<file path="config.mk">
export PLATFORM = sky130hd
export DESIGN_NAME = tug_cpu_center
export DESIGN_NICKNAME = d
export VERILOG_FILES = /design/src/rtl/tug_cpu_center.sv
export SDC_FILE = /design/constraint.sdc
export NUM_CORES = 1
export LEC_CHECK = 0
export CAP_MARGIN = 20
export CORE_MARGIN = 5
export CORE_UTILIZATION = 30
export DETAILED_ROUTE_END_ITERATION = 10
export PLACE_DENSITY_LB_ADDON = 0.3
export SLEW_MARGIN = 20
export SYNTH_ARGS = -nofsm -noshare
export SYNTH_HDL_FRONTEND = slang
export SYNTH_SLANG_ARGS = --single-unit
</file>
<file path="constraint.sdc">
create_clock -name clk -period 1.7 [get_ports clk]
set_clock_uncertainty 0.2 [all_clocks]
set_input_delay 0.34 -clock clk [delete_from_list [all_inputs] [get_ports clk]]
set_output_delay 0.34 -clock clk [all_outputs]
set_load 0.01 [all_outputs]
</file>
<file path="src/rtl/tug_cpu_center.sv">
`default_nettype none
// ============================================================================
// Module      : tug_cpu_center
// Description : Center light of a tug-of-war game plus a CPU opponent.
//               A 10-bit XNOR LFSR (taps 10,7) produces a pseudo-random value;
//               the CPU requests a press when the threshold exceeds it.
//               The center light FSM reacts to player pulls and neighbour
//               lights only; the CPU press is fed back externally.
//
//   Ports:
//     clk            in   rising-edge clock for all state
//     reset          in   synchronous, active-high reset
//     threshold[8:0] in   CPU aggressiveness (unsigned)
//     L, R           in   left / right player pull pulses
//     NL, NR         in   left / right neighbour light is on
//     lfsr_out[9:0]  out  current LFSR state
//     computerInput  out  CPU press request
//     lightOn        out  center light state
//
//   Parameters:
//     RESET_SEED     LFSR reset value (10'h3FF is the lock-up state, illegal)
//
//   Configuration macro:
//     TUG_CPU_CMP_REG_EN  defined   -> computerInput registered (1-cycle
//                                      latency, resets to 0)
//                         undefined -> computerInput combinational
//
// Revision    : 1.0 - initial release
// ============================================================================
module tug_cpu_center #(
    parameter logic [9:0] RESET_SEED = 10'h000
) (
    input  logic       clk,
    input  logic       reset,
    input  logic [8:0] threshold,
    input  logic       L,
    input  logic       R,
    input  logic       NL,
    input  logic       NR,
    output logic [9:0] lfsr_out,
    output logic       computerInput,
    output logic       lightOn
);

    // Light FSM encoding
    localparam logic [0:0] c_ST_OFF = 1'b0;
    localparam logic [0:0] c_ST_ON  = 1'b1;

    logic [9:0] r_lfsr;
    logic       w_lfsr_fb;
    logic       w_cmp;
    logic [0:0] r_state;
    logic [0:0] w_state_next;

    // ------------------------------------------------------------------------
    // LFSR: XNOR feedback makes all-ones the lock-up state, so the all-zero
    // seed is a legal starting point.
    // ------------------------------------------------------------------------
    assign w_lfsr_fb = ~(r_lfsr[9] ^ r_lfsr[6]);

    always_ff @(posedge clk) begin
        if (reset) begin
            r_lfsr <= RESET_SEED;
        end else begin
            r_lfsr <= {r_lfsr[8:0], w_lfsr_fb};
        end
    end

    assign lfsr_out = r_lfsr;

    // ------------------------------------------------------------------------
    // Comparator: zero-extend threshold so 9'h1FF never beats LFSR values
    // at or above 10'h1FF.
    // ------------------------------------------------------------------------
    assign w_cmp = ({1'b0, threshold} > r_lfsr);

`ifdef TUG_CPU_CMP_REG_EN
    logic r_cmp;

    always_ff @(posedge clk) begin
        if (reset) begin
            r_cmp <= 1'b0;
        end else begin
            r_cmp <= w_cmp;
        end
    end

    assign computerInput = r_cmp;
`else
    assign computerInput = w_cmp;
`endif

    // ------------------------------------------------------------------------
    // Center light FSM
    // ------------------------------------------------------------------------
    always_ff @(posedge clk) begin
        if (reset) begin
            r_state <= c_ST_ON;
        end else begin
            r_state <= w_state_next;
        end
    end

    always_comb begin
        w_state_next = r_state;
        case (r_state)
            c_ST_ON: begin
                // A single pull drags the light off-center; equal pulls cancel.
                if (L ^ R) begin
                    w_state_next = c_ST_OFF;
                end
            end
            c_ST_OFF: begin
                // Light returns only when pulled back from the lit neighbour.
                if ((NR & L & ~R) | (NL & R & ~L)) begin
                    w_state_next = c_ST_ON;
                end
            end
            default: begin
                w_state_next = c_ST_ON;
            end
        endcase
    end

    assign lightOn = (r_state == c_ST_ON);

endmodule
`default_nettype wire

</file>
Word level (Yosys, flattened, before mapping)

Index checks and enable logic that the tools add are counted.

Register bits after elaboration: 11
Input port bits: 15
Word-level logic and storage cells: 17

$lt $le $gt $ge: 1
Muxes and demuxes: 3
Bitwise operators: 11

Operators by type and width:

| cell        | number |
|---|---|
| $gt 9x10->1 | 1 |
| $and 1x1->1 | 4 |
| $not 1->1   | 4 |
| $mux 1      | 2 |
| $pmux 1 s2  | 1 |
| $xor 1x1->1 | 2 |
| $or 1x1->1  | 1 |

Depth between registers and ports, before layout

Gate-level depths: netlist of run 1.

Word-level depth: 5
Mapped depth: 6
Mapped depth without buffers: 6

Worst setup path after synthesis of run 1

OpenSTA, ideal clock, no wires.

Kind: flip-flop to output port
From: reg r_lfsr[4], in the netlist lfsr_out[4]
To: out computerInput
Data arrival time: 1,250 ps
Data required time: 1,160 ps
Setup slack: -90 ps
Stages on the path, launching flop included: 7
Path through: dfxtp_1 > inv_1 > ha_1 > and3_1 > o21ai_1 > a31oi_1 > o22a_1

Cells in the longest elaborated chain, start to end: 1

RTL lines:

| element                | line | source |
|---|---|---|
| start, declared        | 49   | `logic [9:0] r_lfsr;` |
| start signal, assigned | 65   | `r_lfsr <= {r_lfsr[8:0], w_lfsr_fb};` |
| $gt 9x10->1            | 75   | `assign w_cmp = ({1'b0, threshold} > r_lfsr);` |
| end, declared          | 41   | `output logic computerInput,` |

Every way passes these cells.

Worst setup path in the final report of run 1

From: reg r_lfsr[2], in the netlist lfsr_out[2]
To: out computerInput

The elaborated chain is that of the path after synthesis.

==> qor.txt, run 1 <==
Power, Total -> 0.582 mW
Post-Route WL -> 1.50 mm
Lkg Pwr -> 0.543 nW
Gp weighted congestion -> 0.677
Std cell rows -> 15
Share of cells above drive strength 1 -> 36.8%
Die Wd -> 52.7 um
HPWL after DPL -> 1.13 mm
Initial Util -> 31.7%
CTS sink cnt -> 11
Worst Hold Class -> reg -> reg
Synth top area share -> 40.3%
Gr ovfl total -> 0
Fin. Hold Viols -> 0
Max Buffers Root-to-Sink -> 2
Wire length per cell -> 11.5 um
Peak VDD IR -> 0.284 mV
Clk root buf -> clkbuf_4
Internal -> 0.432 mW
Sequential power share -> 46.2%
Synth area leaders -> dfxtp_1 (40%), ha_1 (21%), nor2_1 (7.6%), inv_1 (6.2%), a21oi_1 (2.7%)
Critical Path End Type -> output pin
Clk pin slew, worst setup/hold paths -> 0.07 ns
Worst Path Arrival -> 1.63 ns
CTS Hold Bufs -> 0
Most crowded layer after global routing -> met2
Cell count after synthesis -> 63
#FFs+latches synth -> 11
Slew headroom -> 88.7%
RSZ-0062 raised after global routing -> true
Net Sw Frac -> 25.7%
Mapped Nets -> 87
Post-DR vias/cell -> 4.52
F_max -> 460 MHz
M3 GR Usage -> 2.85%
CTS tree -> done
Final net count -> 131
Outcome -> complete, but fails checks
Largest net degree at the start of global routing -> 11
Via count -> 592
Synth Area per Inst -> 8.68 um^2
P&R area growth vs syn -> 91.8%
Final worst slack -> -0.474 ns
Critical path peak fanout -> 2
Minimum clock period -> 2.17 ns
Synth unique cells -> 19
Sw Pwr -> 0.150 mW
Crit start category -> flop
DRC viols -> 0
First-pass GRT wire length -> 2.37 mm
Ys Warns -> 0
Syn Std Cell Area -> 547 um^2
Period utilization -> 128%
# H-tree levels -> 1
Core Area -> 1730 um^2
PwrDens -> 555 nW/um^2
Later-pin clock latency in the skew report -> 0.28 ns
Port Buffers -> 26
Failing checks -> setup timing
M1 GR Usage -> 11.9%
Final core occ -> 60.7%
Die Ht -> 52.7 um
Crit path kind -> reg -> out
Vias in the first global route -> 618
Maxcap violations -> 0
Met2 usage -> 21.1%
Final setup fails -> 1
Total CTS buffers -> 3
All-Layer GR Usage -> 11.8%
First-pass DRT Iterations -> 4
Seq/Total Area, Yosys -> 40.3%
CP required -> 1.16 ns
I/O Pins -> 27
Clk network pwr share -> 32.1%
Combinational share of power -> 21.7%
Slew @ Worst Pin -> 0.169 ns
Fin. max-slew vios -> 0
Ant diodes -> 0
DRT antenna net count -> 0
Largest area contributor in the netlist -> dfxtp_1
Initial DRC Count -> 3
Die area -> 2780 um^2
Antenna violations before repair -> 0
==> worst max-delay path: stages (launching register included) <==
cell	delay (ns)
dfxtp_2	0.33
inv_1	0.05
ha_1	0.28
and3_1	0.18
o21ai_1	0.09
a31oi_1	0.11
o22a_1	0.18
buf_2	0.14
==> Yosys cell counts <==
library cell and count:
a31oi_1 1, and3_1 2, nor2_1 11, o21ai_1 1
nor2b_2 1, nor2b_1 2, xor2_1 1, a21oi_1 3
nand2_1 3, nand3_1 3, inv_1 9, a21o_1 1
ha_1 9, mux2i_1 1, o21bai_1 1, o22a_1 1
dfxtp_1 11, nand4_1 1, clkbuf_1 1
==> cell families (layout without fill, tap and decap cells) <==
group	after synthesis	in the layout	share of synthesized area, %
simple gates	23	23	19.7
flops	11	11	40.3
buf+inv	10	53	6.86
fa+ha+maj	9	9	20.6
compound gates	8	8	9.15
xor+xnor	1	1	1.60
mux	1	1	1.83
==> worst paths after layout <==
path	startpoint	to	slack [ns]	cells past startpoint
setup / recovery	lfsr_out[2]	computerInput	-0.47	7
hold / removal	lfsr_out[7]	lfsr_out[8]	0.27	2
setup reg to reg	lightOn	lightOn	0.69	4
hold reg to reg	lfsr_out[7]	lfsr_out[8]	0.27	2
==> power groups by stage <==
stage | Clock (mW) | Sequential [mW] | Combinational (mW)
4_1_cts | 0.191 | 0.269 | 0.123
5_1_grt | 0.203 | 0.270 | 0.139
3_3_place_gp | 0 | 0.274 | 0.116
6_report | 0.187 | 0.269 | 0.126
2_1_floorplan | 0 | 0.278 | 0.0448
3_5_place_dp | 0 | 0.275 | 0.120
==> flip-flops by register name, summed over array words and instances (netlist names) <==
register	flops
lightOn	1
lfsr_out	10
==> cell type report <==
cell class	instances	area [um^2]
well taps	25	31.3
repair buffers	40	350
fillers	153	678
multi-input cells	42	375
clock buffers	4	26.3
flip-flops and latches	11	231
inverters	9	33.8
==> timing repair <==
item / in CTS / in global routing
resized for setup: 30 / 5
pin swaps: 11 / 4
buffers inserted: 3 / 1
endpoints found under the setup margin: 8 / 5
==> metrics by stage <==
step | instance area [um^2] | std cells | hold WS, ns | TNS [ns] | setup slack [ns]
2_1_floorplan | 582 | 63 | 0.204 | 0 | 0.000483
3_3_place_gp | 945 | 123 | 0.243 | -0.959 | -0.959
3_5_place_dp | 945 | 123 | 0.247 | -0.999 | -0.999
4_1_cts | 1020 | 130 | 0.266 | -0.507 | -0.507
5_1_grt | 1050 | 131 | 0.287 | -0.513 | -0.513
6_report | 1050 | 131 | 0.267 | -0.474 | -0.474
==> per-layer routing <==
metal  up-vias  wire [um]  share of wire (%)
li1        294          -                  -
met1       272        580                 39
met2        21        753                 50
met3         5        128                8.5
met4         0         41                2.7
met5         -          0                  0
==> placed cells by master (no fill, tap or decap), drive strengths merged <==
cell and n:
xor2 1, inv 9, o22a 1, nand2 3, dlymetal6s2s 4, clkbuf 4, dlygate4sd2 16, ha 9
nand3 3, nor2 11, clkdlybuf4s50 5, and3 2, o21ai 1, nor2b 3, a21o 1, nand4 1
buf 15, dfxtp 11, a21oi 3, o21bai 1, mux2i 1, a31oi 1
(Power assumes the default switching activity.)
==> inputs of run 2 (changes only) <==
--- a/config.mk
+++ b/config.mk
@@ -9,7 +9,7 @@
 export CORE_MARGIN = 5
 export CORE_UTILIZATION = 30
 export DETAILED_ROUTE_END_ITERATION = 10
-export PLACE_DENSITY_LB_ADDON = 0.3
+export PLACE_DENSITY = 0.69
 export SLEW_MARGIN = 20
 export SYNTH_ARGS = -nofsm -noshare
 export SYNTH_HDL_FRONTEND = slang
==> qor.txt, run 2 (same netlist as run 1, synthesis figures left out) <==
Outcome -> complete, but fails checks
Failing checks -> setup timing
DP Cell Count -> 126 (+2.4%)
Clk root buf -> clkbuf_4
Critical path peak fanout -> 2 (unchanged)
Peak VDD IR -> 0.282 mV (-0.93%)
RSZ-0062 raised after global routing -> true
Fin. Hold Viols -> 0 (unchanged)
Fin. max-slew vios -> 0 (unchanged)
Port Buffers -> 26 (unchanged)
Final instance area -> 1030 um^2 (-1.3%)
Share of cells above drive strength 1 -> 33.0% (-3.8 points)
Final setup fails -> 1 (unchanged)
Hold WS -> 0.261 ns (-0.00579 ns)
Ant diodes -> 0 (unchanged)
Wire length per cell -> 10.6 um (-7.8%)
Largest net degree at the start of global routing -> 12 (+1)
Final core occ -> 59.9% (-0.80 points)
CTS Hold Bufs -> 0 (unchanged)
Critical Path End Type -> output pin
Core Area -> 1730 um^2 (unchanged)
Later-pin clock latency in the skew report -> 0.26 ns (-0.02 ns)
PwrDens -> 533 nW/um^2 (-3.8%)
Maxcap violations -> 0 (unchanged)
Worst Path Arrival -> 1.59 ns (-0.04 ns)
All-Layer GR Usage -> 12.0% (+0.23 points)
Setup TNS Final -> -0.434 ns (+0.0394 ns)
Power, Total -> 0.552 mW (-5.1%)
F_max -> 469 MHz (+1.8%)
First-pass DRT Iterations -> 4 (unchanged)
Via count -> 577 (-2.5%)
# H-tree levels -> 1 (unchanged)
Minimum clock period -> 2.13 ns (-0.0394 ns)
Worst Hold Class -> reg -> reg
Period utilization -> 126% (-2.3 points)
P&R area growth vs syn -> 89.2%
Leading cell type in the layout, fill and taps excluded -> buf_4
Gr ovfl total -> 0 (unchanged)
Gp weighted congestion -> 0.726 (+7.3%)
Clk pin slew, worst setup/hold paths -> 0.06 ns (about the same)
Initial Util -> 31.7% (unchanged)
Highest-count cells in the layout ignoring fill and taps -> buf_4 (17), dlygate4sd2_1 (16), nor2_1 (11), clkdlybuf4s50_1 (7)
Crit path kind -> reg -> out
Antenna violations before repair -> 0 (unchanged)
CTS sink cnt -> 11 (unchanged)
Max reg flops -> 10 (unchanged)
I/O Pins -> 27 (unchanged)
Initial DRC Count -> 6 (+3)
DRT antenna net count -> 0 (unchanged)
Slew headroom -> 74.7% (-14 points)
Total CTS buffers -> 3 (unchanged)
First-pass GRT wire length -> 2.44 mm (+2.9%)
Vias in the first global route -> 588 (-4.9%)
Final net count -> 134 (+2.3%)
Die Wd -> 52.7 um (unchanged)
CP required -> 1.16 ns (about the same)
Crit start category -> flop
Final worst slack -> -0.434 ns (+0.0394 ns)
Non-Filler Instances -> 134 (+2.3%)
Std cell rows -> 15 (unchanged)
Lkg Pwr -> 0.524 nW (-3.5%)
CTS tree -> done
DRC viols -> 0 (unchanged)
Post-Route WL -> 1.42 mm (-5.7%)
Die Ht -> 52.7 um (unchanged)
Die area -> 2780 um^2 (unchanged)
Max Buffers Root-to-Sink -> 2 (unchanged)
Post-DR vias/cell -> 4.31 (-4.7%)
Placement-stage cell area -> 967 um^2 (+2.4%)
Slew @ Worst Pin -> 0.379 ns (+0.210 ns)
HPWL after DPL -> 1.13 mm (about the same)
Pre-CTS setup slack -> -0.967 ns (+0.0322 ns)
[run 2: power breakdown]
part           switching, mW  leakage [nW]  internal (mW)
logic                 0.0451         0.416         0.0702
registers            0.00460        0.0933          0.264
clock network         0.0776        0.0150         0.0906
[run 2: worst paths after layout]
| kind | from | cells after the start | slack [ns] | to |
|---|---|---|---|---|
| hold reg to reg | lfsr_out[7] | 2 | 0.26 | lfsr_out[8] |
| setup / recovery | lfsr_out[5] | 7 | -0.43 | computerInput |
| setup reg to reg | lightOn | 3 | 0.67 | lightOn |
| hold / removal | lfsr_out[7] | 2 | 0.26 | lfsr_out[8] |
[run 2: final cells by class]
cell class	instances	area, um^2
repair buffers	43	368
well taps	25	31.3
multi-input cells	42	344
fillers	150	692
inverters	9	33.8
flip-flops and latches	11	231
clock buffers	4	26.3
[run 2: repair_timing]
item,CTS,global route
pin swaps,11,3
buffers inserted,3,1
resized for setup,25,2
endpoints found under the setup margin,8,3
[run 2: metal layers]
metal | share of wire [%] | global-route usage, % | wire length [um] | vias to the layer above
met3 | 5.1 | 1.42 | 72 | 2
met4 | 1.9 | 8.94 | 27 | 0
met5 | 0 | 0 | 0 | -
met2 | 49 | 20.7 | 689 | 15
li1 | - | - | - | 299
met1 | 44 | 13.3 | 628 | 261
[run 2: worst max-delay path: stages, from the launching register on]
cell and delay (ns):
dfxtp_2 0.33, inv_2 0.05, ha_4 0.24, nor2b_4 0.11, nand4_1 0.11, buf_4 0.16
o22a_1 0.19, buf_2 0.13
==> inputs of run 3 (changes only) <==
--- a/config.mk
+++ b/config.mk
@@ -9,7 +9,8 @@
 export CORE_MARGIN = 5
 export CORE_UTILIZATION = 30
 export DETAILED_ROUTE_END_ITERATION = 10
-export PLACE_DENSITY = 0.69
+export DONT_BUFFER_PORTS = 1
+export PLACE_DENSITY = 0.5
 export SLEW_MARGIN = 20
 export SYNTH_ARGS = -nofsm -noshare
 export SYNTH_HDL_FRONTEND = slang
==> qor.txt, run 3 (same netlist as run 1, synthesis figures left out) <==
Antenna violations before repair -> 0 (unchanged)
Maxcap violations -> 0 (unchanged)
Slew @ Worst Pin -> 0.427 ns (+0.0478 ns)
CTS sink cnt -> 11 (unchanged)
RR Startpoint -> lightOn
DRT antenna net count -> 0 (unchanged)
Minimum clock period -> 2.01 ns (-0.121 ns)
Std cell rows -> 15 (unchanged)
Port Buffers -> 0 (-100%)
# H-tree levels -> 1 (unchanged)
Leading cell type in the layout, fill and taps excluded -> buf_4
Highest-count cells in the layout ignoring fill and taps -> buf_4 (17), nor2_1 (11), ha_4 (7), inv_2 (6)
Non-Filler Instances -> 109 (-19%)
Critical Path End Type -> output pin
Peak VDD IR -> 0.324 mV (+15%)
Max reg flops -> 10 (unchanged)
Clk pin slew, worst setup/hold paths -> 0.07 ns (about the same)
Ant diodes -> 0 (unchanged)
Crit start category -> flop
Max Buffers Root-to-Sink -> 2 (unchanged)
Worst Hold Class -> in -> reg
Die Ht -> 52.7 um (unchanged)
First-pass DRT Iterations -> 4 (unchanged)
Critical path peak fanout -> 2 (unchanged)
Vias in the first global route -> 474 (-19%)
Post-Route WL -> 1.28 mm (-9.5%)
Clk root buf -> clkbuf_4
Period utilization -> 118% (-7.1 points)
DP Cell Count -> 103 (-18%)
Failing checks -> setup timing
Lkg Pwr -> 0.367 nW (-30%)
Initial Util -> 31.7% (unchanged)
Final setup fails -> 1 (unchanged)
Wire length per cell -> 11.8 um (+11%)
All-Layer GR Usage -> 10.5% (-1.5 points)
CP required -> 1.16 ns (about the same)
Total CTS buffers -> 3 (unchanged)
Via count -> 471 (-18%)
Initial DRC Count -> 3 (-3)
P&R area growth vs syn -> 56.8%
Later-pin clock latency in the skew report -> 0.26 ns (about the same)
Die Wd -> 52.7 um (unchanged)
Worst setup endpoint -> computerInput
Final net count -> 109 (-19%)
Slew headroom -> 71.5% (-3.2 points)
Reg2Reg Depth -> 3 (unchanged)
Post-DR vias/cell -> 4.32 (+0.35%)
CTS tree -> done
F_max -> 497 MHz (+6.0%)
Setup TNS Final -> -0.313 ns (+0.121 ns)
Worst Path Arrival -> 1.47 ns (-0.12 ns)
Fin. max-slew vios -> 0 (unchanged)
Fin. Hold Viols -> 0 (unchanged)
Register-to-register setup slack -> 0.63 ns (-0.04 ns)
HPWL after DPL -> 993 um (-13%)
Pre-CTS setup slack -> -0.0669 ns (+0.900 ns)
RR Endpoint -> lightOn
DRC viols -> 0 (unchanged)
Final core occ -> 49.6% (-10 points)
Largest net degree at the start of global routing -> 12 (unchanged)
Die area -> 2780 um^2 (unchanged)
Gp weighted congestion -> 0.699 (-3.7%)
I/O Pins -> 27 (unchanged)
Outcome -> complete, but fails checks
First-pass GRT wire length -> 2.08 mm (-15%)
Crit path from -> lfsr_out[5]
PwrDens -> 631 nW/um^2 (+18%)
Gr ovfl total -> 0 (unchanged)
Share of cells above drive strength 1 -> 51.2% (+18 points)
Final worst slack -> -0.313 ns (+0.121 ns)
Fillers -> 175 (+17%)
Crit path kind -> reg -> out
RSZ-0062 raised after global routing -> true
Power, Total -> 0.540 mW (-2.1%)
Core Area -> 1730 um^2 (unchanged)
## run 3: changes by cell type in the layout (fill, tap and decap cells not counted), sizes merged
cell | before | now
dlygate4sd3 | 0 | 1
clkdlybuf4s50 | 7 | 0
dlymetal6s2s | 2 | 0
buf | 18 | 17
dlygate4sd2 | 16 | 0
## run 3: worst min path at each step
stage	startpoint	to	cells after the start
after CTS	L	lightOn	2
after global placement	reset	lfsr_out[6]	1
after floorplan	reset	lfsr_out[1]	1
after global routing	L	lightOn	2
after detailed placement	reset	lfsr_out[2]	1
final	L	lightOn	2
## run 3: stage by stage
stage | hold WS (ns) | cell area [um^2]
floorplan | 0.204 | 582
global placement | 0.200 | 729
detailed placement | 0.202 | 729
CTS | 0.0429 | 840
global route | 0.0402 | 857
finish | 0.0412 | 857
## run 3: what timing repair did
item                                    4_1_cts  5_1_grt
endpoints found under the setup margin        1        1
pin swaps                                     5        1
hold endpoints to repair                     11        0
gates resized for setup                      11        3
buffers inserted                              1        0
hold buffers                                  1        0
## run 3: worst max-delay path, stage by stage (launching register included)
cell     delay [ns]
dfxtp_2        0.33
inv_2          0.05
ha_4           0.25
nor2b_4        0.12
nand4_1        0.10
a31oi_1        0.16
o22a_1         0.20
## run 3: layout make-up
| class | count | area, um^2 | area share [%] |
|---|---|---|---|
| clock buffers | 4 | 26.3 | 3.07 |
| repair buffers | 18 | 138 | 16.1 |
| multi-input cells | 42 | 398 | 46.4 |
| well taps | 25 | 31.3 | 3.65 |
| flip-flops and latches | 11 | 230 | 26.9 |
| inverters | 9 | 33.8 | 3.94 |
## run 3: power breakdown
part | switching (mW) | total, mW | internal (mW)
sequential | 0.00653 | 0.270 | 0.264
combinational | 0.0384 | 0.0913 | 0.0529
clock | 0.0881 | 0.179 | 0.0907
## run 3: layer usage
layer / vias to the layer above / global-route usage (%) / share of wire, %
li1: 250 / - / -
met1: 198 / 12.9 / 43
met2: 19 / 15.1 / 44
met3: 4 / 4.84 / 11
met4: 0 / 5.11 / 1.6
met5: - / 0 / 0
